**src/rtl/deserializer.sv**
```systemverilog
// Receive side of the start/enable/serial bit link: assembles MSB-first words and
// offers them on a valid/ready port, flagging aborted frames and dropped words.
module deserializer #(
    parameter int DATA_WIDTH  = 8,
    parameter int GAP_TIMEOUT = 0
) (
    input  logic                  clk_i,
    input  logic                  rst_i,
    input  logic                  serial_in_i,
    input  logic                  enable_i,
    input  logic                  start_i,
    output logic [DATA_WIDTH-1:0] parallel_out_o,
    output logic                  valid_o,
    input  logic                  ready_i,
    output logic                  busy_o,
    output logic                  frame_err_o,
    output logic                  overflow_o
);

    localparam int CW = $clog2(DATA_WIDTH) + 1;
    localparam int GW = (GAP_TIMEOUT > 0) ? $clog2(GAP_TIMEOUT + 1) : 1;

    typedef enum logic {
        IDLE  = 1'b0,
        SHIFT = 1'b1
    } state_e;

    state_e                state_q,     state_d;
    logic [DATA_WIDTH-1:0] shift_q,     shift_d;
    logic [CW-1:0]         count_q,     count_d;
    logic [GW-1:0]         gap_q,       gap_d;
    logic [DATA_WIDTH-1:0] data_q,      data_d;
    logic                  valid_q,     valid_d;
    logic                  frame_err_q, frame_err_d;
    logic                  overflow_q,  overflow_d;

    logic [DATA_WIDTH-1:0] shift_next;
    logic                  complete;

    assign shift_next = {shift_q[DATA_WIDTH-2:0], serial_in_i};

    // NOTE: every next-state signal is given a default first so no path leaves it
    // unassigned, which would otherwise infer a latch.
    always_comb begin
        state_d     = state_q;
        shift_d     = shift_q;
        count_d     = count_q;
        gap_d       = gap_q;
        data_d      = data_q;
        valid_d     = valid_q;
        frame_err_d = 1'b0;
        overflow_d  = 1'b0;
        complete    = 1'b0;

        if (valid_q && ready_i) begin
            valid_d = 1'b0;
        end

        unique case (state_q)
            IDLE: begin
                if (enable_i && start_i) begin
                    state_d = SHIFT;
                    shift_d = shift_next;
                    count_d = CW'(1);
                    gap_d   = '0;
                end
            end
            SHIFT: begin
                if (enable_i) begin
                    shift_d = shift_next;
                    gap_d   = '0;
                    if (start_i) begin
                        frame_err_d = 1'b1;
                        count_d     = CW'(1);
                    end else if (count_q == CW'(DATA_WIDTH - 1)) begin
                        complete = 1'b1;
                        state_d  = IDLE;
                        count_d  = '0;
                    end else begin
                        count_d = count_q + CW'(1);
                    end
                end else if (GAP_TIMEOUT != 0) begin
                    // Gap counting only matters when a timeout is configured.
                    if (gap_q == GW'(GAP_TIMEOUT - 1)) begin
                        frame_err_d = 1'b1;
                        state_d     = IDLE;
                        count_d     = '0;
                        gap_d       = '0;
                    end else begin
                        gap_d = gap_q + GW'(1);
                    end
                end
            end
            default: state_d = IDLE;
        endcase

        // A finished word is only dropped when the held one is still unconsumed.
        if (complete) begin
            if (!valid_q || ready_i) begin
                data_d  = shift_next;
                valid_d = 1'b1;
            end else begin
                overflow_d = 1'b1;
            end
        end
    end

    // NOTE: sequential state uses non-blocking assignments so all registers update
    // together from values sampled at the same edge.
    always_ff @(posedge clk_i) begin
        if (rst_i) begin
            state_q     <= IDLE;
            shift_q     <= '0;
            count_q     <= '0;
            gap_q       <= '0;
            data_q      <= '0;
            valid_q     <= 1'b0;
            frame_err_q <= 1'b0;
            overflow_q  <= 1'b0;
        end else begin
            state_q     <= state_d;
            shift_q     <= shift_d;
            count_q     <= count_d;
            gap_q       <= gap_d;
            data_q      <= data_d;
            valid_q     <= valid_d;
            frame_err_q <= frame_err_d;
            overflow_q  <= overflow_d;
        end
    end

    assign parallel_out_o = data_q;
    assign valid_o        = valid_q;
    assign busy_o         = (state_q == SHIFT);
    assign frame_err_o    = frame_err_q;
    assign overflow_o     = overflow_q;

endmodule

```
**config.mk**
```make
export PLATFORM = sky130hd
export DESIGN_NAME = deserializer
export DESIGN_NICKNAME = d
export VERILOG_FILES = /design/src/rtl/deserializer.sv
export SDC_FILE = /design/constraint.sdc
export NUM_CORES = 1
export LEC_CHECK = 0
export BUFFER_PORTS_ARGS = -buffer_cell sky130_fd_sc_hd__buf_2
export CAP_MARGIN = 20
export CORE_ASPECT_RATIO = 1.25
export CORE_UTILIZATION = 56
export DETAILED_ROUTE_END_ITERATION = 8
export HOLD_SLACK_MARGIN = 0.12
export PLACE_DENSITY = 0.77
export SETUP_SLACK_MARGIN = 0.1
export SLEW_MARGIN = 10
export SYNTH_ARGS = -nofsm -noshare
export SYNTH_HDL_FRONTEND = slang
export SYNTH_SLANG_ARGS = --single-unit
```
**constraint.sdc**
```tcl
create_clock -name clk_i -period 3.1 [get_ports clk_i]
set_clock_uncertainty 0.2 [all_clocks]
set_input_delay 0.31 -clock clk_i [delete_from_list [all_inputs] [get_ports clk_i]]
set_output_delay 0.31 -clock clk_i [all_outputs]
set_load 0.1 [all_outputs]
```
==> flow_summary.ini, run 1 <==
[clock_network]
cts_made_buffers = 3
holdBufCountCts = 2
ctsResizeCount = 0
cts_tree = yes
insertion_delay_ps = 310
cts_root_buffer = clkbuf_4
h-tree-depth = 1
clk_path_buf_depth = 2
clock-sinks = 23
postCtsSetupBuffers = 0
clk_pin_slew_ps = 120

[setup_path]
cp_data_required_time_ps = 2590
crit_chain = buf_2
end_kind = output pin
slowest_delay_ps = 480
start_kind = flip-flop
critPathBufInv = 1
crit_type = flip-flop to output pin
cp.arrival_ps = 1280
cp_num_cells = 1
reg2reg_slack_ps = 1330
reg2reg_depth = 5
reg2reg_to = parallel_out_o[2]$_SDFFE_PP0P_
critPathTopFamily = flip-flops
r2r-start = count_q[0]$_SDFFE_PP0P_
critical-path-slowest-cell = dfxtp_1
crit_fanout = 8

[global_routing]
antenna_found_initial = 0
grt_pass1_wl_mm = 3.02
globalRoute.totalOverflow = 0
grt_max_degree = 32
track_usage_pct = 22.4
grt_pass1_vias = 731

[timing]
whs_ps = 126
worst_pin_slew_ps = 566
setup_tns_ps = 0
rsz0062_at_grt = false
slew_viol_final = 0
period_minus_slack_ps = 1790
slew-limit-headroom_pct = 62.3
hold_viol_final = 0
finalCritPeriodShare_pct = 57.7
setup_viol = 0
max_freq_mhz = 560

[power_and_ir_drop]
p_comb_share_pct = 8.2
p_int_uw = 364
ir_drop_mv = 0.330
p_switching_uw = 115
pwr-share-clk_pct = 28.5
p_leak_nw = 0.459
p_per_area_nw_per_um2 = 436
p_seq_share_pct = 63.2
p_sw_share_pct = 24.0

[status]
outcome = finished, final reports clean

[detailed_routing]
via_per_inst = 5.50
via_count = 732
drt_wl_total_mm = 1.76
drt_iter0_markers = 8
wl_per_cell_um = 13.2
drtPass1Iterations = 3
antenna_left = 0
drc = 0

[cells_and_area]
antenna_cells = 0
drive_gt1_share_pct = 21.7
fin_nets = 123
area_delta_synth_final_pct = 14.3

[synth]
yosys_warnings = 0
synth_area_leader_cell = dfxtp_1
synth_area_leaders = dfxtp_1 48%, mux2i_1 16%, nand2b_1 11%
synth_top_cell_area_share_pct = 47.9
syn_nets = 103
synth_common_cells = 23 x dfxtp_1, 17 x nand2b_1, 15 x mux2i_1, 8 x nor2_1, 5 x a21oi_1
async_flop_share_pct = 0
synthFlopType = dfxtp_1
yosysMostFrequentCell = dfxtp_1
synth_edf_count = 0
synth-seq-area-share_pct = 47.9
synth_seq_cells = 23
synth_area_sq_um = 962
synth_area_per_cell_sq_um = 10.0
synth_cells = 96
ys_types = 25

[placement]
portBuffers = 17
gp_congestion = 0.654

[floorplan]
core-area_sq_um = 1580
io_pins = 18
die_area_sq_um = 1890
fp.dieW_um = 39.1
die_h_um = 48.3
initial_core_util_pct = 60.8
rows = 16

[min_path]
worst_hold_path_type = input pin to flip-flop
min_to = busy_o$_SDFF_PP0_
hold_depth = 3
min-delay-start = enable_i

[job]
maxCapViolations = 0
[metal layers]
layer	up-vias	GRT usage [%]	part of all wire, %
li1	371	-	-
met1	343	24.9	43
met2	13	38.9	52
met3	5	2.75	2.2
met4	0	12.1	2.5
met5	-	0	0
[registers in the layout, indices dropped and copies added, names as in the netlist]
name / count
valid_o: 1
parallel_out_o: 8
count_q: 4
overflow_o: 1
shift_q: 7
frame_err_o: 1
busy_o: 1
[kinds of logic after synthesis]
kind of cell | count (synthesis) | share of synthesized area, %
and+or+nand+nor | 40 | 25.6
adders and majority gates | 1 | 1.30
buffers and inverters | 6 | 2.86
muxes | 15 | 15.6
AOI/OAI and AO/OA | 11 | 6.76
DFF | 23 | 47.9
[layout by cell type (no fill, tap or decap), drive strengths merged, types with 2 or more instances in the layout]
cell,n
dfxtp,23
buf,18
nand2b,17
mux2i,15
nor2,8
a21oi,5
clkbuf,4
nand2,3
o21ai,3
nand3b,2
nand3,2
a22oi,2
dlygate4sd3,2
and4b,2
[area by class of cell]
class                           count  area [sq um]
Fill cell                         123           482
Multi-Input combinational cell     67           474
Inverter                            1          3.75
Tap cell                           18          22.5
Timing Repair Buffer               20           113
Clock buffer                        4          26.3
Sequential cell                    23           460
[how the worst max path moves through the flow]
stage	slack, ps	end	start
6_report	1310	busy_o	busy_o$_SDFF_PP0_
5_1_grt	1150	parallel_out_o[0]$_SDFFE_PP0P_	count_q[0]$_SDFFE_PP0P_
4_1_cts	1290	parallel_out_o[2]$_SDFFE_PP0P_	count_q[0]$_SDFFE_PP0P_
3_5_place_dp	1330	parallel_out_o[2]$_SDFFE_PP0P_	count_q[0]$_SDFFE_PP0P_
3_3_place_gp	1440	parallel_out_o[2]$_SDFFE_PP0P_	count_q[0]$_SDFFE_PP0P_
2_1_floorplan	900	parallel_out_o[0]$_SDFFE_PP0P_	busy_o$_SDFF_PP0_
[power groups by stage]
stage               Combinational [mW]  Sequential, mW  Clock (mW)
finish                          0.0395           0.303       0.137
floorplan                       0.0217           0.317           0
detailed placement              0.0375           0.310           0
global route                    0.0424           0.304       0.154
global placement                0.0370           0.310           0
CTS                             0.0395           0.303       0.143
[stage by stage]
stage / setup slack (ps) / utilization [%] / power [mW] / area [sq um] / std cells
final: 1310 / 69.5 / 0.480 / 1100 / 133
after global placement: 1440 / 66.6 / 0.347 / 1050 / 127
after CTS: 1290 / 69.5 / 0.486 / 1100 / 133
after floorplan: 902 / - / 0.338 / 962 / 96
after detailed placement: 1330 / 66.6 / 0.347 / 1050 / 127
after global routing: 1150 / 69.5 / 0.501 / 1100 / 133
Power figures use the tool's default switching activity.
==> run 2, diff against run 1 <==
--- a/config.mk
+++ b/config.mk
@@ -8,10 +8,10 @@
 export BUFFER_PORTS_ARGS = -buffer_cell sky130_fd_sc_hd__buf_2
 export CAP_MARGIN = 20
 export CORE_ASPECT_RATIO = 1.25
-export CORE_UTILIZATION = 56
+export CORE_UTILIZATION = 52
 export DETAILED_ROUTE_END_ITERATION = 8
 export HOLD_SLACK_MARGIN = 0.12
-export PLACE_DENSITY = 0.77
+export PLACE_DENSITY = 0.72
 export SETUP_SLACK_MARGIN = 0.1
 export SLEW_MARGIN = 10
 export SYNTH_ARGS = -nofsm -noshare
==> constraint.sdc (replaced) <==
create_clock -name clk_i -period 1.8 [get_ports clk_i]
set_clock_uncertainty 0.2 [all_clocks]
set_input_delay 0.18 -clock clk_i [delete_from_list [all_inputs] [get_ports clk_i]]
set_output_delay 0.18 -clock clk_i [all_outputs]
set_load 0.1 [all_outputs]
==> run 2 against run 1 <==
Compared with the run above:
- routed wire length rose by 2.9%
- global-route usage fell by 2.0 points
- critical path depth rose by 4
- hold slack improved by 160 ps
- critical endpoint is now parallel_out_o[5]$_SDFFE_PP0P_
- non-clock buffer count rose by 7
- design area rose by 8.2%
- critical path type is now flip-flop to flip-flop
- highest routed layer unchanged
==> flow_summary.ini, run 2 (same netlist as run 1, synthesis figures left out) <==
[timing]
slew-limit-headroom_pct = 67.9
rsz0062_at_grt = true
slew_viol_final = 0
worst_pin_slew_ps = 485
period_minus_slack_ps = 1660
max_freq_mhz = 602
setup_viol = 0
hold_viol_final = 0
finalCritPeriodShare_pct = 92.3
setup_tns_ps = 0

[cells_and_area]
final_cell_mix = 19 x dfxtp_1, 17 x nand2b_1, 16 x buf_2
fin_nets = 130
largest_reg_flops = 8
fin_area_sq_um = 1190
n_fill_cell = 158
fin_cells = 141
drive_gt1_share_pct = 28.7
final_util_pct = 68.2
seqCellArea_sq_um = 473
multiInputGateArea_sq_um = 487
area_delta_synth_final_pct = 23.7
mostFrequentLayoutCell = dfxtp_1
antenna_cells = 0

[clock_network]
cts_tree = yes
clock-sinks = 23
cts_root_buffer = clkbuf_4
cts_made_buffers = 3
h-tree-depth = 1
clk_path_buf_depth = 2
clk_pin_slew_ps = 120
insertion_delay_ps = 300

[detailed_routing]
drt_iter0_markers = 11
via_per_inst = 5.22
drc = 0
drt_wl_total_mm = 1.81
wl_per_cell_um = 12.8
antenna_left = 0
drtPass1Iterations = 4
via_count = 736

[floorplan]
fp.dieW_um = 40.5
io_pins = 18
core-area_sq_um = 1740
initial_core_util_pct = 55.2
die_h_um = 50.1
rows = 17
die_area_sq_um = 2030

[setup_path]
end_kind = flip-flop
start_kind = flip-flop
critical-path-slowest-cell = dfxtp_4
cp.arrival_ps = 1700
crit_fanout = 8
critPathTopFamily = simple AND/OR/NAND/NOR gates
critPathBufInv = 1
cp_data_required_time_ps = 1840
slowest_delay_ps = 400
crit_chain = ha_4 > nand3b_1 > nor4b_2 > buf_4 > mux2i_1
crit_type = flip-flop to flip-flop

[job]
maxCapViolations = 0

[power_and_ir_drop]
p_sw_share_pct = 24.2
p_int_uw = 631
pwr-share-clk_pct = 27.9
p_leak_nw = 0.493
ir_drop_mv = 0.607
p_switching_uw = 202
p_comb_share_pct = 9.6
p_seq_share_pct = 62.6
p_per_area_nw_per_um2 = 700

[global_routing]
globalRoute.totalOverflow = 0
grt_max_degree = 32
grt_pass1_vias = 715
antenna_found_initial = 0
grt_pass1_wl_mm = 2.86
track_usage_pct = 20.5

[status]
outcome = finished, final reports clean

[placement]
dp_hpwl_mm = 1.16
gp_congestion = 0.629
portBuffers = 17
place_inst = 129
place_area_sq_um = 1070

[min_path]
worst_hold_path_type = flip-flop to flip-flop
-- run 2: cell types whose count changed in the layout (fill, tap and decap cells not counted), sizes merged --
cell,previous run,this run
buf,18,21
clkinv,0,1
dlygate4sd3,2,5
-- run 2: tightest hold or removal path: cells and delay by family, from the launching register on --
kind             cells  cell delay (ps)
flip-flops           1              330
multiplexers         1               60
AND/OR/NAND/NOR      1               60
-- run 2: routing by layer --
| metal | part of all wire [%] | vias up | routed length (um) | global-route usage [%] |
|---|---|---|---|---|
| met2 | 54 | 14 | 967 | 35.7 |
| met5 | 0 | - | 0 | 0 |
| met1 | 43 | 338 | 782 | 22.3 |
| met4 | 0.89 | 0 | 16 | 10.0 |
| li1 | - | 382 | - | - |
| met3 | 2.3 | 2 | 41 | 2.70 |
-- run 2: layout make-up --
class                      instances  share of cell area [%]
multi-input combinational         67                    40.9
sequential                        23                    39.7
timing repair buffer              27                    14.7
tap                               19                    2.00
clock buffer                       3                    1.89
clock inverter                     1                   0.421
inverter                           1                   0.315
-- run 2: power groups by stage --
| stage | combinational (mW) | sequential, mW | clock [mW] |
|---|---|---|---|
| floorplan | 0.0372 | 0.545 | 0 |
| global placement | 0.0659 | 0.533 | 0 |
| detailed placement | 0.0667 | 0.533 | 0 |
| CTS | 0.0750 | 0.522 | 0.245 |
| global route | 0.0857 | 0.523 | 0.255 |
| finish | 0.0796 | 0.522 | 0.232 |
-- run 2: path summary, 6_finish.rpt --
check	start	end	slack [ps]	cells after the start
hold / removal	parallel_out_o[1]$_SDFFE_PP0P_	parallel_out_o[1]$_SDFFE_PP0P_	280	2
setup reg to reg	count_q[0]$_SDFFE_PP0P_	parallel_out_o[5]$_SDFFE_PP0P_	140	5
setup / recovery	count_q[0]$_SDFFE_PP0P_	parallel_out_o[5]$_SDFFE_PP0P_	140	5
hold reg to reg	parallel_out_o[1]$_SDFFE_PP0P_	parallel_out_o[1]$_SDFFE_PP0P_	280	2
-- run 2: repair_timing --
action / CTS / global route
hold buffers: 5 / 0
endpoints found under the hold margin: 16 / 0
setup buffers: 2 / 1
setup endpoints to repair: 8 / 9
pin swaps: 0 / 1
resized for setup: 2 / 5
-- run 2: metrics by stage --
step | setup slack (ps) | power, mW | hold WS [ps]
floorplan | 196 | 0.582 | 124
global placement | 150 | 0.599 | 233
detailed placement | 27.7 | 0.600 | 238
CTS | 102 | 0.842 | 287
global route | 49.5 | 0.864 | 319
finish | 138 | 0.833 | 282
==> run 3, diff against run 2 <==
--- a/config.mk
+++ b/config.mk
@@ -5,11 +5,11 @@
 export SDC_FILE = /design/constraint.sdc
 export NUM_CORES = 1
 export LEC_CHECK = 0
-export BUFFER_PORTS_ARGS = -buffer_cell sky130_fd_sc_hd__buf_2
 export CAP_MARGIN = 20
 export CORE_ASPECT_RATIO = 1.25
-export CORE_UTILIZATION = 52
+export CORE_UTILIZATION = 59
 export DETAILED_ROUTE_END_ITERATION = 8
+export DONT_BUFFER_PORTS = 1
 export HOLD_SLACK_MARGIN = 0.12
 export PLACE_DENSITY = 0.72
 export SETUP_SLACK_MARGIN = 0.1
==> run 3 against run 2 <==
Compared with the run above:
- non-clock buffer count down 6
- count of clock-buffer cells in the layout unchanged
- register-to-register slack better by 20 ps
- sequential cell count unchanged
- total power down 0.72%
- clock power down 2%
- hold slack worse by 22 ps
- fmax up 1.3%
- sequential power about the same
- core utilization up 13 points
- worst setup slack better by 21 ps
- critical path depth unchanged
==> flow_summary.ini, run 3 (same netlist as run 1, synthesis figures left out) <==
[status]
outcome = finished, final reports clean

[cells_and_area]
mostFrequentLayoutCell = dfxtp_1
seqCellArea_sq_um = 470
final_cell_mix = 19 x dfxtp_1, 17 x nand2b_1, 16 x buf_4
area_delta_synth_final_pct = 22.6
antenna_cells = 0
fin_nets = 124
final_util_pct = 81.6
multiInputGateArea_sq_um = 484
n_fill_cell = 95
drive_gt1_share_pct = 25.0
largest_reg_flops = 8

[clock_network]
h-tree-depth = 1
clk_pin_slew_ps = 120
cts_made_buffers = 3
cts_root_buffer = clkbuf_4
cts_tree = yes
clock-sinks = 23
clk_path_buf_depth = 2
insertion_delay_ps = 300

[floorplan]
die_h_um = 47.2
fp.dieW_um = 38.1
die_area_sq_um = 1800
rows = 15
initial_core_util_pct = 66.6
io_pins = 18
core-area_sq_um = 1450

[power_and_ir_drop]
p_leak_nw = 0.478
p_switching_uw = 198
p_sw_share_pct = 24.0
p_int_uw = 629
ir_drop_mv = 0.559
pwr-share-clk_pct = 27.6
p_comb_share_pct = 9.2
p_seq_share_pct = 63.2
p_per_area_nw_per_um2 = 701

[setup_path]
crit_start = count_q[0]$_SDFFE_PP0P_
crit_type = flip-flop to flip-flop
start_kind = flip-flop
slowest_delay_ps = 380
end_kind = flip-flop
cp.arrival_ps = 1670
critical-path-slowest-cell = dfxtp_4
crit_chain = ha_2 > nand3b_1 > nor4b_2 > buf_4 > mux2i_1
crit_fanout = 8
cp_data_required_time_ps = 1830
r2r-start = count_q[0]$_SDFFE_PP0P_

[timing]
max_freq_mhz = 609
worst_pin_slew_ps = 820
finalCritPeriodShare_pct = 91.2
period_minus_slack_ps = 1640
slew_viol_final = 0
hold_viol_final = 0
setup_viol = 0
setup_tns_ps = 0
rsz0062_at_grt = false
slew-limit-headroom_pct = 45.1

[detailed_routing]
drt_wl_total_mm = 1.83
drc = 0
drt_iter0_markers = 8
antenna_left = 0
via_count = 755
via_per_inst = 5.68
drtPass1Iterations = 4
wl_per_cell_um = 13.7

[job]
maxCapViolations = 0

[placement]
portBuffers = 0
dp_hpwl_mm = 1.18
gp_congestion = 0.746

[global_routing]
grt_max_degree = 32
antenna_found_initial = 0
track_usage_pct = 21.9
grt_pass1_vias = 642
grt_pass1_wl_mm = 2.71
globalRoute.totalOverflow = 0

[min_path]
worst_hold_path_type = input pin to flip-flop
min-delay-start = enable_i
run 3: changes by cell type in the layout (fill, tap and decap cells not counted), sizes merged:
| cell | change |
|---|---|
| buf | -5 |
| clkbuf | -1 |
| dlygate4sd3 | -1 |
| dlymetal6s4s | +1 |
run 3: what timing repair did:
item / 4_1_cts / 5_1_grt
endpoints found under the setup margin: 6 / 16
resized for setup: 2 / 4
buffers inserted: 1 / 2
hold buffers: 5 / 0
endpoints found under the hold margin: 23 / 0
run 3: cell type report:
cell class                 count  area share (%)
multi-input combinational     67            41.0
sequential                    23            39.9
timing repair buffer          21            14.6
clock buffer                   3            1.91
tap                           17            1.80
clock inverter                 1           0.424
inverter                       1           0.318
run 3: critical path, delay by kind of cell (launching register included):
family / cells / cell delay, ps
flops: 1 / 380
simple gates: 2 / 340
buf+inv: 1 / 230
mux: 1 / 230
fa+ha+maj: 1 / 190
run 3: power by group through the flow:
stage          registers [mW]  logic (mW)  clock network, mW
2_1_floorplan           0.545      0.0372                  0
3_3_place_gp            0.532      0.0482                  0
3_5_place_dp            0.534      0.0492                  0
6_report                0.523      0.0763              0.228
4_1_cts                 0.523      0.0696              0.238
5_1_grt                 0.524      0.0809              0.253
run 3: worst paths after layout:
kind	cells past startpoint	slack [ps]	to
setup / recovery	5	160	parallel_out_o[6]$_SDFFE_PP0P_
hold / removal	3	260	busy_o$_SDFF_PP0_
setup reg to reg	5	160	parallel_out_o[6]$_SDFFE_PP0P_
hold reg to reg	2	280	parallel_out_o[0]$_SDFFE_PP0P_
run 3: per-stage QoR:
step | hold slack, ps | power (mW) | instance area, sq um | std cells | worst slack, ps
2_1_floorplan | 124 | 0.582 | 967 | 96 | 196
3_3_place_gp | 42.9 | 0.581 | 1060 | 121 | 163
3_5_place_dp | 52.4 | 0.583 | 1060 | 121 | 58.7
4_1_cts | 283 | 0.830 | 1150 | 131 | 101
5_1_grt | 269 | 0.858 | 1180 | 133 | 100
6_report | 259 | 0.827 | 1180 | 133 | 159
run 3: routing by layer:
layer / GRT usage [%] / vias to the layer above / share of wire, %
li1: - / 371 / -
met1: 24.0 / 354 / 42
met2: 39.7 / 26 / 53
met3: 5.21 / 4 / 4.7
met4: 9.29 / 0 / 0.77
met5: 0 / - / 0
